File: config.mk
export PLATFORM = sky130hd
export DESIGN_NAME = vram_arbiter
export DESIGN_NICKNAME = d
export VERILOG_FILES = /design/src/rtl/vram_arbiter_pkg.sv /design/src/rtl/vram_rr_picker.sv /design/src/rtl/vram_arbiter.sv
export SDC_FILE = /design/constraint.sdc
export NUM_CORES = 1
export LEC_CHECK = 0
export CAP_MARGIN = 20
export CORE_ASPECT_RATIO = 0.5
export CORE_MARGIN = 2
export CORE_UTILIZATION = 45
export DETAILED_ROUTE_END_ITERATION = 6
export DONT_BUFFER_PORTS = 1
export SETUP_SLACK_MARGIN = 0.4
export SLEW_MARGIN = 15
export SYNTH_ARGS = -nofsm -noshare
export SYNTH_HDL_FRONTEND = slang
export SYNTH_SLANG_ARGS = --single-unit
File: constraint.sdc
create_clock -name clk -period 2.9 [get_ports clk]
set_input_delay 0.435 -clock clk [delete_from_list [all_inputs] [get_ports clk]]
set_output_delay 0.435 -clock clk [all_outputs]
set_load 0.03 [all_outputs]
File: src/rtl/vram_arbiter_pkg.sv
// Shared definitions for the VRAM arbiter: FSM state encoding, default bus widths
// and the round-robin pointer wrap helper.
package vram_arbiter_pkg;

   localparam int unsigned VRAM_ADDR_WIDTH = 16;
   localparam int unsigned VRAM_DATA_WIDTH = 16;

   typedef enum logic [1:0] {
      StIdle   = 2'd0,
      StAccess = 2'd1,
      StDone   = 2'd2
   } vram_state_e;

   // Next round-robin start point after port 'win' is served; wraps N-1 -> 1.
   function automatic int unsigned rr_next(int unsigned win, int unsigned num_ports);
      return (win + 1 >= num_ports) ? 1 : win + 1;
   endfunction

endpackage

File: src/rtl/vram_rr_picker.sv
// Combinational round-robin priority encoder over ports 1..NUM_PORTS-1.
// Scans upward from rr_ptr and wraps from NUM_PORTS-1 back to 1; port 0 is ignored.
module vram_rr_picker
   import vram_arbiter_pkg::*;
#(
   parameter int unsigned NUM_PORTS = 2,
   parameter int unsigned IDX_W     = $clog2(NUM_PORTS)
) (
   input  logic [NUM_PORTS-1:0] req_vec,
   input  logic [IDX_W-1:0]     rr_ptr,
   output logic [IDX_W-1:0]     winner,
   output logic                 valid
);

   logic [IDX_W-1:0] idx;

   // First requesting port at or after rr_ptr, within the 1..N-1 ring.
   always_comb begin
      winner = '0;
      valid  = 1'b0;
      idx    = '0;
      for (int unsigned k = 0; k < NUM_PORTS - 1; k++) begin
         idx = IDX_W'(((32'(rr_ptr) + k - 1) % (NUM_PORTS - 1)) + 1);
         if (!valid && req_vec[idx]) begin
            winner = idx;
            valid  = 1'b1;
         end
      end
   end

endmodule

File: src/rtl/vram_arbiter.sv
// N-port arbiter and timing sequencer for the external asynchronous VRAM.
// Port 0 has fixed priority bounded by a burst limit; ports 1..N-1 share round-robin.
// Every output is registered; next values are decoded from the next state.
module vram_arbiter
   import vram_arbiter_pkg::*;
#(
   parameter int unsigned NUM_PORTS    = 2,
   parameter int unsigned ADDR_WIDTH   = VRAM_ADDR_WIDTH,
   parameter int unsigned DATA_WIDTH   = VRAM_DATA_WIDTH,
   parameter int unsigned WAIT_CYCLES  = 1,
   parameter int unsigned MAX_P0_BURST = 4
) (
   input  logic                               clk,
   input  logic                               _reset,
   input  logic [NUM_PORTS-1:0]               req,
   input  logic [NUM_PORTS-1:0]               wr,
   input  logic [NUM_PORTS*DATA_WIDTH/8-1:0]  be,
   input  logic [NUM_PORTS*ADDR_WIDTH-1:0]    addr,
   input  logic [NUM_PORTS*DATA_WIDTH-1:0]    wdata,
   output logic [NUM_PORTS-1:0]               ack,
   output logic [DATA_WIDTH-1:0]              rdata,
   output logic                               busy,
   output logic                               _vram_en,
   output logic                               _vram_rd,
   output logic                               _vram_wr,
   output logic [DATA_WIDTH/8-1:0]            _vram_be,
   output logic [ADDR_WIDTH-1:0]              vram_addr,
   output logic [DATA_WIDTH-1:0]              vram_data_out,
   output logic                               vram_data_oe,
   input  logic [DATA_WIDTH-1:0]              vram_data_in
);

   localparam int unsigned IDX_W = $clog2(NUM_PORTS);
   localparam int unsigned BE_W  = DATA_WIDTH / 8;
   localparam int unsigned CNT_W = $clog2(MAX_P0_BURST + 2);

   vram_state_e              state_q, state_d;
   logic [3:0]               wait_q, wait_d;
   logic [IDX_W-1:0]         sel_q, sel_d;
   logic [IDX_W-1:0]         rr_ptr_q, rr_ptr_d;
   logic [CNT_W-1:0]         p0_count_q, p0_count_d;
   logic                     en_q, en_d, rd_q, rd_d, wr_q, wr_d, oe_q, oe_d, busy_q, busy_d;
   logic [BE_W-1:0]          be_q, be_d;
   logic [ADDR_WIDTH-1:0]    addr_q, addr_d;
   logic [DATA_WIDTH-1:0]    dout_q, dout_d, rdata_q, rdata_d;
   logic [NUM_PORTS-1:0]     ack_q, ack_d;

   logic                     others, p0_win, rr_valid;
   logic [IDX_W-1:0]         rr_win, win;
   logic                     w_wr;
   logic [BE_W-1:0]          w_be;
   logic [ADDR_WIDTH-1:0]    w_addr;
   logic [DATA_WIDTH-1:0]    w_data;

   vram_rr_picker #(
      .NUM_PORTS (NUM_PORTS),
      .IDX_W     (IDX_W)
   ) u_picker (
      .req_vec (req),
      .rr_ptr  (rr_ptr_q),
      .winner  (rr_win),
      .valid   (rr_valid)
   );

   // Winner selection and mux of the winning port's command.
   always_comb begin
      others = |req[NUM_PORTS-1:1];
      p0_win = req[0] && !((p0_count_q == CNT_W'(MAX_P0_BURST)) && others);
      win    = p0_win ? '0 : rr_win;
      w_wr   = 1'b0;
      w_be   = '0;
      w_addr = '0;
      w_data = '0;
      for (int unsigned p = 0; p < NUM_PORTS; p++) begin
         if (win == IDX_W'(p)) begin
            w_wr   = wr[p];
            w_be   = be[p*BE_W +: BE_W];
            w_addr = addr[p*ADDR_WIDTH +: ADDR_WIDTH];
            w_data = wdata[p*DATA_WIDTH +: DATA_WIDTH];
         end
      end
   end

   // Next state plus next values of the registered bus outputs.
   always_comb begin
      state_d    = state_q;
      wait_d     = wait_q;
      sel_d      = sel_q;
      rr_ptr_d   = rr_ptr_q;
      p0_count_d = p0_count_q;
      en_d       = 1'b1;
      rd_d       = 1'b1;
      wr_d       = 1'b1;
      oe_d       = 1'b0;
      be_d       = '1;
      addr_d     = addr_q;
      dout_d     = dout_q;
      rdata_d    = rdata_q;
      ack_d      = '0;
      unique case (state_q)
         StIdle: begin
            if (p0_win || rr_valid) begin
               state_d = StAccess;
               wait_d  = 4'(WAIT_CYCLES);
               sel_d   = win;
               en_d    = 1'b0;
               rd_d    = w_wr;
               wr_d    = ~w_wr;
               oe_d    = w_wr;
               be_d    = ~w_be;
               addr_d  = w_addr;
               if (w_wr) dout_d = w_data;
               if (p0_win) begin
                  if (!others) begin
                     p0_count_d = '0;
                  end else if (p0_count_q != CNT_W'(MAX_P0_BURST)) begin
                     p0_count_d = p0_count_q + 1'b1;
                  end
               end else begin
                  p0_count_d = '0;
                  rr_ptr_d   = IDX_W'(rr_next(32'(rr_win), NUM_PORTS));
               end
            end
         end
         StAccess: begin
            if (wait_q == 4'd0) begin
               state_d    = StDone;
               ack_d[sel_q] = 1'b1;
               if (!rd_q) rdata_d = vram_data_in;
            end else begin
               // Hold the strobes as launched in IDLE for the remaining wait states.
               wait_d = wait_q - 1'b1;
               en_d   = 1'b0;
               rd_d   = rd_q;
               wr_d   = wr_q;
               oe_d   = oe_q;
               be_d   = be_q;
            end
         end
         StDone:  state_d = StIdle;
         default: state_d = StIdle;
      endcase
      busy_d = (state_d != StIdle);
   end

   // State and output registers; reset aborts any access immediately.
   always_ff @(posedge clk or negedge _reset) begin
      if (!_reset) begin
         state_q    <= StIdle;
         wait_q     <= '0;
         sel_q      <= '0;
         rr_ptr_q   <= IDX_W'(1);
         p0_count_q <= '0;
         en_q       <= 1'b1;
         rd_q       <= 1'b1;
         wr_q       <= 1'b1;
         oe_q       <= 1'b0;
         be_q       <= '1;
         addr_q     <= '0;
         dout_q     <= '0;
         rdata_q    <= '0;
         ack_q      <= '0;
         busy_q     <= 1'b0;
      end else begin
         state_q    <= state_d;
         wait_q     <= wait_d;
         sel_q      <= sel_d;
         rr_ptr_q   <= rr_ptr_d;
         p0_count_q <= p0_count_d;
         en_q       <= en_d;
         rd_q       <= rd_d;
         wr_q       <= wr_d;
         oe_q       <= oe_d;
         be_q       <= be_d;
         addr_q     <= addr_d;
         dout_q     <= dout_d;
         rdata_q    <= rdata_d;
         ack_q      <= ack_d;
         busy_q     <= busy_d;
      end
   end

   assign _vram_en      = en_q;
   assign _vram_rd      = rd_q;
   assign _vram_wr      = wr_q;
   assign _vram_be      = be_q;
   assign vram_addr     = addr_q;
   assign vram_data_out = dout_q;
   assign vram_data_oe  = oe_q;
   assign ack           = ack_q;
   assign rdata         = rdata_q;
   assign busy          = busy_q;

endmodule

* Word-level counts from Yosys, hierarchy flattened *
Cells that the tools add are included.
Widths: inputs -> output; s select.

operators by class
  $add $sub $neg = 2
  $mul = 0
  divide/modulo/power cells = 0
  order comparisons = 2
  equality and inequality tests = 7
  shift operators = 0
  multiplexer cells = 33
  bitwise gates (word level) = 3
  reductions and logical operators = 14

operators by type and width
  operator             number
  $mux 16              2
  $mux 2               7
  $reduce_and 3->1     4
  $mux 1               11
  $mux 3               3
  $mux 4               2
  $pmux 1 s2           4
  $pmux 2 s2           2
  $pmux 4 s2           1
  $ne 2x2->1 const B   3
  $logic_not 4->1      1
  $reduce_bool 2->1    2
  $sub 4x1->4 const B  1
  $add 3x1->3 const B  1
  $eq 3x3->1 const B   1
  $logic_and 1x1->1    3
  $ne 3x2->1 const B   1
  $ne 3x3->1 const B   1
  $eq 2x1->1 const B   1
  $logic_not 2->1      1
  $lt 1x2->1 const B   1
  $not 1->1            2
  $not 2->2            1
  $reduce_and 2->1     1
  other kinds (4)      4

storage, ports and cells
  flip-flop bits (word level) = 67
  bits in latches = 0
  bits in writable memories = 0
  bits in read-only memories = 0
  bits of input ports = 90
  output and inout bits = 57
  word-level logic and storage cells = 75
  memories = 0

* Longest topological paths before layout *
  word-level depth = 9
  mapped depth = 8
  mapped depth without buffers = 5

* Modules after synthesis *
A second synthesis with hierarchy kept.

unflattened totals
  cell total of the unflattened synthesis = 241
  area, all modules = 3116.7 µm²

by module, submodules not included
  module          instances  cells an instance  area each (µm²)  sequential area each (µm²)
  vram_arbiter    1          239                3101.7           1682.9
  vram_rr_picker  1          2                  15.0             0.0

* Least setup slack after synthesis *
Ideal clock, no wire load.

  path type = register to register
  from = register wait_q[0]
  to = register rdata_q[10] (netlist: rdata[10])
  library setup time = 0.125 ns
  data arrival time = 1.832 ns
  data required time = 2.775 ns
  path slack = 0.943 ns
  stages on the path, launching flop included = 8
  path buffers = 2
  period minus slack after synthesis = 1.957 ns
  path through = dfrtp_1 inv_1 ha_1 or3b_1 buf_6 nor3_4 buf_12 mux2_4

on the way
  word-level cells in the longest chain between the ends = 2

RTL lines
  item                               RTL line             RTL
  start, declared                    vram_arbiter.sv:38   logic [3:0] wait_q, wait_d;
  start signal, assigned             vram_arbiter.sv:166  wait_q <= wait_d;
  $logic_not 4->1                    vram_arbiter.sv:126  if (wait_q == 4'd0) begin
  $reduce_and 3->1 (no source line)  n/a
  end signal, assigned               vram_arbiter.sv:177  rdata_q <= rdata_d;
  end, declared                      vram_arbiter.sv:45   logic [DATA_WIDTH-1:0] dout_q, dout_d, rdata_q, rdata_d;

No other way between the ends.
A chain may end at the register's enable or synchronous reset.

* Worst setup path after layout *
  from = register wait_q[0]
  to = register rdata_q[5] (netlist: rdata[5])

Same word-level chain as after synthesis.

==> run summary <==
Status: finished, final reports clean
Max_slew headroom: 0.4363
Most common cell after layout, fill and taps aside: dfrtp_1
Clock-pin slew on the worst setup and hold paths: 60 ps
Commonest non-fill, non-tap cells in the layout: dfrtp_1, nor3_1, inv_1
Yosys reg bits: 67
Crit path DAT: 2320 ps
Startpoint Class: register
Rows: 22
Unrepaired setup endpoints after global routing: false
Multiplexer share of the synthesized area: 0.07805
Min Tclk post-route: 2101 ps
Share of post-route cells with drive strength above 1: 0.2020
Compound-gate portion of the synthesized area: 0.1591
Clk Latency, worst-skew pair: 330 ps
WL final: 7914 µm
Core footprint: 7239 µm²
Hold/Removal Path Class: in -> reg
Yosys warning total: 0
Leakage: 1.576 nW
Vias per cell: 6.226
Initial Util: 0.4583
Final hold violations: 0
Root buf cell: clkbuf_16
Hold Startpoint: be[3]
Number of enable flip-flop cells after synthesis: 0
Max-cap violation count: 0
Distinct cells, synth: 45
Initial antenna violation count: 0
Fraction of the mapped netlist area in adder cells: 0.01508
Design area: 3681 µm²
Xor-xnor portion of the synthesized cell area: 0
Post-synthesis simple-gate area fraction: 0.1637
Setup CP Type: reg -> reg
Syn_area_per_cell: 10.88 µm²
Violation count after the first detailed-route iteration: 104
Final-report setup violation count: 0
P&R area growth vs syn: 10.94%
Gpl congestion: 0.8190
Fill count: 640
CP Max Fanout: 16
Post-CTS Setup Bufs: 0
Syn Nets: 399
ANT nets after route: 0
Largest family of logic cells by synthesized area: simple AND/OR/NAND/NOR gates
Chip height: 64.72 µm
Antenna cells: 0
Fmax achieved: 476.1 MHz
GRT Total Usage: 0.2050
CTS tree: built
Nets: 391
Largest net degree at the start of global routing: 68
DP Wirelength: 5420 µm
Setup TNS: 0 ps
Seq/Total Area, Yosys: 0.5072
Vias in the first global route: 2461
Ports: 147
Clk buf depth: 2
CP required: 3120 ps
Worst Clk Skew: 4.250 ps
Total number of vias: 2478
Remaining DRCs: 0
Peak VDD IR: 501.9 µV
Overflow after GRT: 0
Power density cells: 1280 nW/µm²
Die area: 8118 µm²
Start point of the critical path: wait_q[0]$_DFFE_PN0P_
R2R Path Start: wait_q[0]$_DFFE_PN0P_
Crit. End Element: register
Worst slew pin tran: 845.6 ps
Fin. max-slew vios: 0
Die width: 125.4 µm
Per-cell routed wire length: 19.88 µm
Mapped Cells: 305
Synthesized area: 3318 µm²
CTS sink count: 67
Final period utilization: 0.7243
Area of placed instances: 3332 µm²
CTS Buf Count: 9
Htree depth: 3
Most used DFF post-synth: dfrtp_1
DR pass1 iterations: 4
Ys async rst share: 1.000
First-pass GRT wire length: 12840 µm
Buffers on Ports: 0
worst max-delay path, cell delays in order, from the launching register on:
cell	delay, ps
dfrtp_1	390
inv_1	120
ha_1	160
or3b_1	510
nor3_4	150
buf_4	280
mux2_2	370
registers in the layout (all words and copies together), names as in the netlist:
name and flops:
rdata 16, vram_addr 16, vram_data_out 16, wait_q 4, p0_count_q 3, _vram_be 2, ack 2, state_q 2
_vram_en 1, _vram_rd 1, _vram_wr 1, busy 1, sel_q 1, vram_data_oe 1
synth_stat cells (2+ instances only):
cell | count | area [µm²]
a21oi_1 | 3 | 15.01
a222oi_1 | 2 | 20.02
a311oi_1 | 8 | 70.07
a311oi_2 | 8 | 120.1
and2_1 | 3 | 18.77
and3_1 | 3 | 18.77
buf_2 | 2 | 10.01
buf_6 | 5 | 56.30
clkbuf_1 | 19 | 71.32
dfrtp_1 | 62 | 1551
dfstp_2 | 5 | 131.4
ha_1 | 4 | 50.05
inv_1 | 23 | 86.33
mux2_2 | 7 | 78.83
mux2_4 | 10 | 150.1
mux2i_1 | 3 | 30.03
nand2_1 | 4 | 15.01
nand2b_1 | 2 | 12.51
nand3_1 | 20 | 100.1
nand4_1 | 16 | 100.1
nand4bb_1 | 2 | 22.52
nor2_1 | 5 | 18.77
nor3_1 | 34 | 170.2
o211ai_1 | 16 | 120.1
o21ai_0 | 18 | 90.09
or2_1 | 2 | 12.51
area by class of cell:
type,count,area [µm²],area share
Sequential cell,67,1683,0.4572
Multi-Input combinational cell,186,1383,0.3756
Clock buffer,10,239.0,0.06492
Tap cell,96,120.1,0.03263
Timing Repair Buffer,10,97.59,0.02651
Inverter,23,86.33,0.02345
Clock inverter,6,72.57,0.01971
repair_timing:
| action | 4_1_cts | 5_1_grt |
|---|---|---|
| gates resized for setup | 0 | 0 |
| endpoints found under the hold margin | 67 | 0 |
| hold buffers | 2 | 0 |
final timing paths:
check,depth (start not counted),to,slack [ps]
setup / recovery,6,rdata[5]$_DFFE_PN0P_,800
hold / removal,1,_vram_be[1]$_DFFE_PN1P_,150
setup reg to reg,6,rdata[5]$_DFFE_PN0P_,800
hold reg to reg,1,ack[0]$_DFF_PN0_,460
max in group asynchronous,2,_vram_wr$_DFFE_PN1P_,1940
min in group asynchronous,2,rdata[10]$_DFFE_PN0P_,650
metal layers:
metal / wire length (µm) / vias to the layer above / track usage / part of all wire
met5: 0 / - / 0 / 0
met4: 132 / 0 / 0.07361 / 0.017
met3: 796 / 11 / 0.07845 / 0.10
met2: 3618 / 129 / 0.3243 / 0.46
met1: 3366 / 1222 / 0.2596 / 0.43
li1: - / 1116 / - / -
logic make-up (layout without fill, tap and decap cells):
kind of cell             after synthesis  after routing
buffers and inverters                 52             49
AO/OA/AOI/OAI                         65             65
AND/OR/NAND/NOR                       97             97
multiplexers                          20             20
flip-flops                            67             67
adder cells (fa/ha/maj)                4              4
power breakdown:
group | leakage [nW] | switching [mW] | internal [mW]
combinational | 0.628 | 0.633 | 0.541
sequential | 0.799 | 1.05 | 1.38
clock | 0.149 | 0.418 | 0.696
through the flow:
stage	std cells	utilization	hold WS [ps]	total power, mW	setup WS, ps
4_1_cts	398	0.5085	141.3	4.764	806.3
6_report	398	0.5085	153.2	4.713	799.5
2_1_floorplan	305	-	139.4	3.343	942.9
5_1_grt	398	0.5085	141.3	5.005	670.7
3_5_place_dp	380	0.4602	141.0	3.605	812.6
3_3_place_gp	380	0.4602	141.3	3.536	897.8
No activity file was read; power rests on OpenSTA's default activity.
